**src/rtl/text_writer_pkg.sv**
```systemverilog
// text_writer_pkg: screen geometry, control codes and encodings shared by the text display blocks.
package text_writer_pkg;
    localparam int TW_COLS = 80;
    localparam int TW_ROWS = 60;
    localparam int TW_COL_W = 7;
    localparam int TW_ROW_W = 6;
    localparam logic [7:0] TW_CLEAR_CHAR = 8'h20;
    localparam logic [7:0] CH_BS = 8'h08;
    localparam logic [7:0] CH_LF = 8'h0A;
    localparam logic [7:0] CH_FF = 8'h0C;
    localparam logic [7:0] CH_CR = 8'h0D;
    typedef enum logic [1:0] {IDLE, CLR_LINE, CLR_SCREEN} state_e;
    typedef enum logic [2:0] {CUR_HOLD, CUR_ADV, CUR_CR, CUR_LF, CUR_BS, CUR_HOME} cur_cmd_e;
endpackage

```
**src/rtl/text_writer_if.sv**
```systemverilog
// text_writer_if: byte-stream handshake in, character-RAM write port and cursor out.
interface text_writer_if
    import text_writer_pkg::*;
#(
    parameter int COL_W = TW_COL_W,
    parameter int ROW_W = TW_ROW_W
);
    logic [7:0] char_data;
    logic char_valid;
    logic char_ready;
    logic wr_en;
    logic [ROW_W+COL_W-1:0] wr_addr;
    logic [7:0] wr_data;
    logic [COL_W-1:0] cur_col;
    logic [ROW_W-1:0] cur_row;
    modport master (
        output char_data, char_valid,
        input char_ready, wr_en, wr_addr, wr_data, cur_col, cur_row
    );
    modport slave (
        input char_data, char_valid,
        output char_ready, wr_en, wr_addr, wr_data, cur_col, cur_row
    );
endinterface

```
**src/rtl/text_writer_cursor.sv**
```systemverilog
// text_cursor: column/row cursor counters with advance, wrap, CR, LF, BS and home.
module text_cursor
    import text_writer_pkg::*;
#(
    parameter int COLS = TW_COLS,
    parameter int ROWS = TW_ROWS,
    parameter int COL_W = TW_COL_W,
    parameter int ROW_W = TW_ROW_W
) (
    input logic clk,
    input logic rstn,
    input cur_cmd_e cmd_i,
    output logic [COL_W-1:0] col_o,
    output logic [ROW_W-1:0] row_o
);
    logic [COL_W-1:0] col_q, col_d;
    logic [ROW_W-1:0] row_q, row_d, row_next;
    logic at_end;

    assign at_end = col_q == COL_W'(COLS - 1);
    assign row_next = row_q == ROW_W'(ROWS - 1) ? '0 : row_q + ROW_W'(1);

    always_comb begin
        col_d = col_q;
        row_d = row_q;
        case (cmd_i)
            CUR_ADV: begin
                col_d = at_end ? '0 : col_q + COL_W'(1);
                row_d = at_end ? row_next : row_q;
            end
            CUR_CR: col_d = '0;
            CUR_LF: begin
                col_d = '0;
                row_d = row_next;
            end
            CUR_BS: col_d = col_q == '0 ? col_q : col_q - COL_W'(1);
            CUR_HOME: begin
                col_d = '0;
                row_d = '0;
            end
            default: ;
        endcase
    end

    always_ff @(posedge clk or negedge rstn) begin
        if (!rstn) begin
            col_q <= '0;
            row_q <= '0;
        end else begin
            col_q <= col_d;
            row_q <= row_d;
        end
    end

    assign col_o = col_q;
    assign row_o = row_q;
endmodule

```
**src/rtl/text_writer.sv**
```systemverilog
// text_writer: turns a byte stream into character-RAM writes with cursor tracking, control codes and clears.
module text_writer
    import text_writer_pkg::*;
#(
    parameter int COLS = TW_COLS,
    parameter int ROWS = TW_ROWS,
    parameter int COL_W = TW_COL_W,
    parameter int ROW_W = TW_ROW_W,
    parameter logic [7:0] CLEAR_CHAR = TW_CLEAR_CHAR
) (
    input logic clk,
    input logic rstn,
    text_writer_if.slave bus
);
    state_e state_q, state_d;
    logic [COL_W-1:0] clr_col_q, clr_col_d, col;
    logic [ROW_W-1:0] clr_row_q, clr_row_d, row;
    logic wr_en_q, wr_en_d;
    logic [ROW_W+COL_W-1:0] wr_addr_q, wr_addr_d;
    logic [7:0] wr_data_q, wr_data_d;
    cur_cmd_e cmd;
    logic accept, printable, clearing, row_adv, bs_write, clr_col_end, clr_row_end, screen_done;

    text_cursor #(.COLS(COLS), .ROWS(ROWS), .COL_W(COL_W), .ROW_W(ROW_W)) u_cursor (
        .clk(clk),
        .rstn(rstn),
        .cmd_i(cmd),
        .col_o(col),
        .row_o(row)
    );

    assign accept = bus.char_valid && state_q == IDLE;
    assign printable = bus.char_data >= 8'h20;
    assign clearing = state_q != IDLE;
    assign row_adv = accept && (bus.char_data == CH_LF || (printable && col == COL_W'(COLS - 1)));
    assign bs_write = accept && bus.char_data == CH_BS && col != '0;
    assign clr_col_end = clr_col_q == COL_W'(COLS - 1);
    assign clr_row_end = clr_row_q == ROW_W'(ROWS - 1);
    assign screen_done = state_q == CLR_SCREEN && clr_col_end && clr_row_end;

    always_ff @(posedge clk or negedge rstn) begin
        if (!rstn) begin
            state_q <= CLR_SCREEN;
            clr_col_q <= '0;
            clr_row_q <= '0;
        end else begin
            state_q <= state_d;
            clr_col_q <= clr_col_d;
            clr_row_q <= clr_row_d;
        end
    end

    always_comb begin
        state_d = state_q;
        case (state_q)
            IDLE: state_d = accept && bus.char_data == CH_FF ? CLR_SCREEN : row_adv ? CLR_LINE : IDLE;
            CLR_LINE: state_d = clr_col_end ? IDLE : CLR_LINE;
            CLR_SCREEN: state_d = screen_done ? IDLE : CLR_SCREEN;
            default: state_d = CLR_SCREEN;
        endcase
        clr_col_d = !clearing || clr_col_end ? '0 : clr_col_q + COL_W'(1);
        clr_row_d = state_q != CLR_SCREEN ? '0 : !clr_col_end ? clr_row_q : clr_row_end ? '0 : clr_row_q + ROW_W'(1);
    end

    // Cursor moves on the accept edge; a full-screen clear homes it on its final write.
    always_comb begin
        wr_en_d = clearing || (accept && printable) || bs_write;
        wr_addr_d = state_q == CLR_SCREEN ? {clr_row_q, clr_col_q} :
                    state_q == CLR_LINE ? {row, clr_col_q} :
                    printable ? {row, col} : {row, col - COL_W'(1)};
        wr_data_d = clearing || !printable ? CLEAR_CHAR : bus.char_data;
        cmd = !accept ? (screen_done ? CUR_HOME : CUR_HOLD) :
              printable ? CUR_ADV :
              bus.char_data == CH_CR ? CUR_CR :
              bus.char_data == CH_LF ? CUR_LF :
              bus.char_data == CH_BS ? CUR_BS : CUR_HOLD;
    end

    always_ff @(posedge clk or negedge rstn) begin
        if (!rstn) begin
            wr_en_q <= 1'b0;
            wr_addr_q <= '0;
            wr_data_q <= '0;
        end else begin
            wr_en_q <= wr_en_d;
            if (wr_en_d) begin
                wr_addr_q <= wr_addr_d;
                wr_data_q <= wr_data_d;
            end
        end
    end

    assign bus.char_ready = state_q == IDLE;
    assign bus.wr_en = wr_en_q;
    assign bus.wr_addr = wr_addr_q;
    assign bus.wr_data = wr_data_q;
    assign bus.cur_col = col;
    assign bus.cur_row = row;
endmodule

```
**src/flat_wrapper.sv**
```systemverilog
// flat-port wrapper written by rule: the top's interface ports become plain ports
module text_writer_flat import text_writer_pkg::*;
#(
    parameter int COLS = TW_COLS,
    parameter int ROWS = TW_ROWS,
    parameter int COL_W = TW_COL_W,
    parameter int ROW_W = TW_ROW_W,
    parameter logic [7:0] CLEAR_CHAR = TW_CLEAR_CHAR
)
  (clk, rstn, bus_char_data, bus_char_valid, bus_char_ready, bus_wr_en, bus_wr_addr, bus_wr_data, bus_cur_col, bus_cur_row);
  text_writer_if #(.COL_W(COL_W), .ROW_W(ROW_W)) bus_i ();
  input logic clk;
  input logic rstn;
  input wire logic [$bits(bus_i.char_data)-1:0] bus_char_data;
  input wire logic [$bits(bus_i.char_valid)-1:0] bus_char_valid;
  output wire logic [$bits(bus_i.char_ready)-1:0] bus_char_ready;
  output wire logic [$bits(bus_i.wr_en)-1:0] bus_wr_en;
  output wire logic [$bits(bus_i.wr_addr)-1:0] bus_wr_addr;
  output wire logic [$bits(bus_i.wr_data)-1:0] bus_wr_data;
  output wire logic [$bits(bus_i.cur_col)-1:0] bus_cur_col;
  output wire logic [$bits(bus_i.cur_row)-1:0] bus_cur_row;
  assign bus_i.char_data = bus_char_data;
  assign bus_i.char_valid = bus_char_valid;
  assign bus_char_ready = bus_i.char_ready;
  assign bus_wr_en = bus_i.wr_en;
  assign bus_wr_addr = bus_i.wr_addr;
  assign bus_wr_data = bus_i.wr_data;
  assign bus_cur_col = bus_i.cur_col;
  assign bus_cur_row = bus_i.cur_row;
  text_writer #(.COLS(COLS), .ROWS(ROWS), .COL_W(COL_W), .ROW_W(ROW_W), .CLEAR_CHAR(CLEAR_CHAR)) u_core (.clk(clk), .rstn(rstn), .bus(bus_i));
endmodule
```
**config.mk**
```make
export PLATFORM = sky130hd
export DESIGN_NAME = text_writer_flat
export DESIGN_NICKNAME = d
export VERILOG_FILES = /design/src/rtl/text_writer_pkg.sv /design/src/rtl/text_writer_if.sv /design/src/rtl/text_writer_cursor.sv /design/src/rtl/text_writer.sv /design/src/flat_wrapper.sv
export SDC_FILE = /design/constraint.sdc
export NUM_CORES = 1
export LEC_CHECK = 0
export BUFFER_PORTS_ARGS = -buffer_cell sky130_fd_sc_hd__buf_2
export CORE_ASPECT_RATIO = 1.2
export CORE_MARGIN = 8
export CORE_UTILIZATION = 57
export DETAILED_ROUTE_END_ITERATION = 8
export GPL_ROUTABILITY_DRIVEN = 0
export PLACE_DENSITY = 0.8
export SLEW_MARGIN = 30
export SYNTH_ARGS = -nofsm -noshare
export SYNTH_HDL_FRONTEND = slang
export SYNTH_HIERARCHICAL = 1
export SYNTH_SLANG_ARGS = --single-unit
export TNS_END_PERCENT = 20
```
**constraint.sdc**
```tcl
create_clock -name clk -period 3.2 [get_ports clk]
set_clock_uncertainty 0.15 [all_clocks]
set_input_delay 0.48 -clock clk [delete_from_list [all_inputs] [get_ports clk]]
set_output_delay 0.48 -clock clk [all_outputs]
set_load 0.01 [all_outputs]
```
Word-level counts from Yosys, hierarchy flattened
Index checks and enable logic that the tools add are counted.
{"block": "word_totals", "regBits": 50, "input_bits": 11, "output_inout_bits": 36}
{"block": "op_classes", "addsub": 5, "order_cmp": 1, "eq_ne": 18, "muxes": 25, "reduce_logical": 26}
{"cell": "2-to-1 mux 7 bit", "n": 5}
{"cell": "== test 8 x 4 -> 1 bit (second input constant)", "n": 4}
{"cell": "2-to-1 mux 6 bit", "n": 5}
{"cell": "one-hot mux 7 bit (3 select lines)", "n": 1}
{"cell": "2-to-1 mux 3 bit", "n": 6}
{"cell": "one-hot mux 6 bit (3 select lines)", "n": 1}
{"cell": "adder 7 x 1 -> 7 bit (second input constant)", "n": 2}
{"cell": "== test 7 bit (second input constant)", "n": 2}
{"cell": "2-to-1 mux 13 bit", "n": 1}
{"cell": "adder 6 x 1 -> 6 bit (second input constant)", "n": 2}
{"cell": "== test 6 bit (second input constant)", "n": 2}
{"cell": "logical AND 1 bit", "n": 9}
{"cell": ">= comparator 8 x 6 -> 1 bit (second input constant)", "n": 1}
{"cell": "2-to-1 mux 8 bit", "n": 1}
{"cell": "logical NOT 7 bit", "n": 1}
{"cell": "nonzero test 7 bit", "n": 1}
{"cell": "subtractor 7 x 1 -> 7 bit (second input constant)", "n": 1}
{"cell": "== test 3 x 2 -> 1 bit (second input constant)", "n": 2}
{"cell": "== test 3 bit (second input constant)", "n": 2}
{"cell": "inequality test 2 bit (second input constant)", "n": 3}
{"cell": "one-hot mux 2 bit (3 select lines)", "n": 1}
{"cell": "nonzero test 3 bit", "n": 2}
{"cell": "logical OR 1 bit", "n": 5}
{"cell": "2-to-1 mux 2 bit", "n": 2}
{"cell": "9 further kinds", "n": 13}

Depth between registers and ports, before layout
{"block": "logic_depth", "depth_word": 10, "depth_mapped": 12}

Cells and area by module
The synthesis kept the hierarchy.
{"mod": "text_writer", "n_inst": 1, "cells_per_inst": 219, "area_each_um2": 2169.6}
{"mod": "text_cursor", "n_inst": 1, "cells_per_inst": 106, "area_each_um2": 913.4}

Worst setup path before layout
No wires, ideal clock.
{"block": "synth_timing", "kind": "reg2reg", "from": "register u_core.clr_col_q[0]", "to": "register u_core.u_cursor.col_q[6], in the netlist u_core/u_cursor/col_o[6]", "setup_time_ns": 0.065, "arrival_ns": 2.590, "required_ns": 2.985, "slack_ns": 0.395, "path_stages_with_launch": 12, "synth_period_minus_slack_ns": 2.805, "path_cell_list": "dfrtp_1 -> ha_1 -> nand3_1 -> nor3_1 -> nand3_1 -> o21ai_0 -> or3b_2 -> clkbuf_1 -> a31oi_1 -> o21ai_0 -> nand3b_1 -> o21a_1"}
{"block": "synth_via", "elab_chain_cells": 9, "elab_cells_between_ends": 15, "cone_classes": "eq/ne (7); mux (3); reduce/logical (5)"}
{"element": "start: declaration", "line": "text_writer.sv:16", "rtl": "logic [COL_W-1:0] clr_col_q, clr_col_d, col;"}
{"element": "start signal: assignment", "line": "text_writer.sv:48", "rtl": "clr_col_q <= clr_col_d;"}
{"element": "== test 7 bit (*)", "line": "text_writer.sv:37", "rtl": "assign clr_col_end = clr_col_q == COL_W'(COLS - 1);"}
{"element": "logical AND 1 bit (*) (2 in a row)", "line": "text_writer.sv:39", "rtl": "assign screen_done = state_q == CLR_SCREEN && clr_col_end && clr_row_end;"}
{"element": "2-to-1 mux 3 bit (*) (2 in a row)", "line": "text_writer.sv:72", "rtl": "cmd = !accept ? (screen_done ? CUR_HOME : CUR_HOLD) :"}
{"element": "via u_core.cmd[2]", "line": "text_writer.sv:21", "rtl": "cur_cmd_e cmd;"}
{"element": "== test 3 bit / == test 3 x 2 -> 1 bit (equally long branches)", "line": "text_writer_cursor.sv:26", "rtl": "case (cmd_i)"}
{"element": "OR reduction 3 bit (no line)"}
{"element": "nonzero test 3 bit (no line)"}
{"element": "AND reduction 2 bit (no line)"}
{"element": "end signal: assignment", "line": "text_writer_cursor.sv:50", "rtl": "col_q <= col_d;"}
{"element": "end: declaration", "line": "text_writer_cursor.sv:16", "rtl": "logic [COL_W-1:0] col_q, col_d;"}
Mark *: on every way through the listed nets, which the timed path passes. The rest lies on a longest branch.
A chain may end at the register's enable or synchronous reset.

Worst setup path after layout
{"block": "layout_timing", "from": "register u_core.clr_col_q[0]", "to": "register u_core.u_cursor.row_q[3], in the netlist u_core/u_cursor/row_o[3]"}
{"block": "layout_via", "elab_chain_cells": 8, "elab_cells_between_ends": 12, "cone_classes": "eq/ne (5); mux (3); reduce/logical (4)"}
{"element": "== test 7 bit (*)", "line": "text_writer.sv:37"}
{"element": "logical AND 1 bit (*) (2 in a row)", "line": "text_writer.sv:39"}
{"element": "2-to-1 mux 3 bit (*) (2 in a row)", "line": "text_writer.sv:72"}
{"element": "via u_core.cmd[2]", "line": "text_writer.sv:21"}
{"element": "== test 3 x 1 -> 1 bit (tied with other cells)", "line": "text_writer_cursor.sv:26"}
{"element": "inequality test 2 bit (no line) / nonzero test 3 bit (equally long branches)"}
{"element": "AND reduction 2 bit (no line)"}
{"element": "end signal: assignment", "line": "text_writer_cursor.sv:51", "rtl": "row_q <= row_d;"}
{"element": "end: declaration", "line": "text_writer_cursor.sv:17", "rtl": "logic [ROW_W-1:0] row_q, row_d, row_next;"}
Marks and branches as above.

==> reports/results.ini <==
[critical_path]
worstPathArrival_ps=2930
required_ps=3230
startpoint_type=flip-flop
regToRegSetupSlack_ps=310
r2r_end=u_core/u_cursor/row_o[3]
r2r_start=u_core/clr_col_q[0]
crit_type=reg2reg
crit_fanout=6
worst-r2r-cell-count=11
cp-end-kind=flip-flop

[status]
outcome=completed

[synthesis]
avgSynthCellArea_sq_um=9.49
synthesis.area_sq_um=3080
seq_area_frac_synth_pct=40.6
synth_flop_cell=dfrtp_1
syn_inst=325
synth_edf_count=0
ys_types=57
syn_nets=345
synth-seq-cells=50
synthArstFlopShare_pct=100
ys_warn_count=6

[detailed_routing]
dr.pass1.iters=4
avgViaCountPerCell=5.94
num_vias=2643
antenna_left=0
drt_iter0_markers=120
wl_microns=7210
wl_per_cell_microns=16.2
drc_errors=0

[sta]
drv_slew=0
finalCriticalPeriod_ps=2890
tightest_slew_ps=781
slew-limit-headroom_pct=47.3
finalHoldViolations=0
hold_ws_ps=30.2
setup_viol=0
fin_tns_setup_ps=0
fmax_mhz=346
finalCritPeriodShare_pct=90.4
rsz0062_at_grt=no

[power_and_ir_drop]
leakage_nw=1.61
ir_worst_vdd_mv=0.235
fin_total_pwr_mw=1.08
powerDensity_nw_per_um2=308

[floorplanning]
die_w_microns=83.1
dieHeight_microns=96.6
dieArea_sq_um=8030
coreArea_sq_um=5260
io_pins=47
row_count=29
initial_core_util_pct=58.6

[final_layout]
antenna_cells=0
fillCellCount=431
fin_nets=402
drive_gt1_share_pct=25.1
syn2layout_area_growth_pct=14.0
seq_area_sq_um=1250
multi_input_area_sq_um=1650

[hold_path]
hold_class=in2async

[placed_design]
place.port_buffers=46
place_hpwl_microns=5240

[cts]
hold_buffers=0
cts_tree=yes
cts.sinks=50
path_clk_slew_ps=100
insertion_delay_ps=310
cts-htree-levels=2
numCtsBuffers=5
cts_buffer_depth=2
cts_root_buffer=clkbuf_8

[global_routing]
grt_max_degree=51
gr-total-overflow=0
grt_pass1_vias=2650
grtUsageTotal_pct=18.2
grt_pass1_wl_microns=12200
antenna_found_initial=0

[run]
cap_viol_max_count=0

[layout by cell type, fill, tap and decap left out, types with 2 or more instances in the layout]
| cell | instances |
|---|---|
| a211oi_1 | 2 |
| a21o_1 | 3 |
| a21oi_1 | 8 |
| a22oi_1 | 3 |
| a31oi_1 | 5 |
| and2_1 | 3 |
| and3_1 | 6 |
| buf_2 | 45 |
| buf_4 | 17 |
| clkbuf_8 | 7 |
| dfrtp_1 | 49 |
| ha_1 | 9 |
| inv_1 | 20 |
| mux2_2 | 3 |
| mux2_4 | 11 |
| mux2i_1 | 10 |
| nand2_1 | 44 |
| nand2b_1 | 6 |
| nand3_1 | 14 |
| nand4_1 | 5 |
| nor2_1 | 17 |
| nor2b_1 | 3 |
| nor3_1 | 5 |
| nor3b_1 | 4 |
| nor4_1 | 2 |
| o2111ai_1 | 2 |
| o211ai_1 | 4 |
| o21ai_0 | 21 |
| o22ai_1 | 4 |
| o2bb2ai_1 | 2 |
| o31ai_1 | 6 |
| or3_1 | 3 |
| or3b_2 | 2 |
| or4_1 | 5 |
| or4_4 | 2 |
| xnor2_1 | 5 |
| xor2_1 | 5 |
[stage by stage]
stage               instances  setup WS [ps]  instance area [sq um]  utilization, %
CTS                       445            218                   3510            66.7
finish                    445            307                   3520            66.8
global placement          437            413                   3400            64.7
global route              445           58.1                   3520            66.8
detailed placement        437            268                   3410            64.7
floorplan                 325            395                   3080               -
[critical path, cell delays in order (launching register included)]
cell and delay (ps):
dfrtp_1 400, ha_1 230, nand3_1 180, nor3_2 270, nand3_1 150, o21ai_0 270, buf_4 220, nor2b_1 260
a22o_1 300, nor2_1 70, o21ai_0 170, o31ai_1 100
[cell usage after synthesis, types with 4 or more instances]
cell / n / area share [%]
a21oi_1: 8 / 1.3
a31oi_1: 5 / 1.0
and3_1: 6 / 1.2
clkbuf_1: 5 / 0.61
dfrtp_1: 49 / 40
ha_1: 9 / 3.7
inv_1: 20 / 2.4
mux2_4: 11 / 5.4
mux2i_1: 10 / 3.2
nand2_1: 44 / 5.4
nand2b_1: 6 / 1.2
nand3_1: 14 / 2.3
nand4_1: 5 / 1.0
nor2_1: 17 / 2.1
nor3_1: 6 / 0.97
nor3b_1: 4 / 0.97
o211ai_1: 4 / 0.97
o21ai_0: 21 / 3.4
o22ai_1: 4 / 0.81
o31ai_1: 6 / 1.5
or4_1: 5 / 1.2
xnor2_1: 5 / 1.4
xor2_1: 5 / 1.4
[how the worst max path moves through the flow]
stage                   startpoint                       end  slack (ps)
3_5_place_dp   u_core/clr_col_q[0]  u_core/u_cursor/row_o[3]         270
3_3_place_gp   u_core/clr_col_q[0]  u_core/u_cursor/row_o[4]         410
6_report       u_core/clr_col_q[0]  u_core/u_cursor/row_o[3]         310
4_1_cts        u_core/clr_col_q[0]  u_core/u_cursor/row_o[3]         220
5_1_grt        u_core/clr_col_q[0]  u_core/u_cursor/row_o[3]          60
2_1_floorplan  u_core/clr_col_q[0]  u_core/u_cursor/col_o[6]         400
[report_power, final]
group | total, mW | leakage, nW | switching [mW] | internal, mW
registers | 0.631 | 0.655 | 0 | 0.631
clock network | 0.415 | 0.0544 | 0.216 | 0.199
logic | 0.0351 | 0.904 | 0.0243 | 0.0108
[routing by layer]
metal / part of all wire [%] / GRT usage (%) / wire, microns / up-vias
met5: 0 / 0 / 0 / -
met4: 1.1 / 6.89 / 78 / 0
met3: 4.4 / 3.86 / 315 / 6
met2: 53 / 34.5 / 3850 / 71
met1: 41 / 19.6 / 2970 / 1288
li1: - / - / - / 1278
[registers in the layout, indices dropped and copies added (netlist names)]
signal                 flops
u_core/bus.wr_addr        13
u_core/bus.wr_data         8
u_core/clr_col_q           7
u_core/u_cursor/col_o      7
u_core/clr_row_q           6
u_core/u_cursor/row_o      6
u_core/state_q             2
u_core/bus.wr_en           1
[layout make-up]
| class | count | share of cell area (%) |
|---|---|---|
| Tap cell | 62 | 2.21 |
| Multi-Input combinational cell | 243 | 47.0 |
| Clock inverter | 1 | 0.249 |
| Clock buffer | 7 | 2.74 |
| Sequential cell | 50 | 35.6 |
| Timing Repair Buffer | 62 | 10.0 |
| Inverter | 20 | 2.14 |
[what timing repair did]
action                                  in CTS  in global routing
gates resized for setup                      0                  1
setup buffers                                0                  0
endpoints found under the setup margin       0                  3
endpoints found under the hold margin        0                  0
[kinds of logic after synthesis]
group           Yosys count  share of synthesized area (%)
compound gates           69                           15.0
xor+xnor                 10                           2.84
fa+ha+maj                 9                           3.65
buf+inv                  32                           5.93
flops                    50                           40.6
mux                      24                           9.70
simple gates            131                           22.3
No activity file was read; power rests on OpenSTA's default activity.
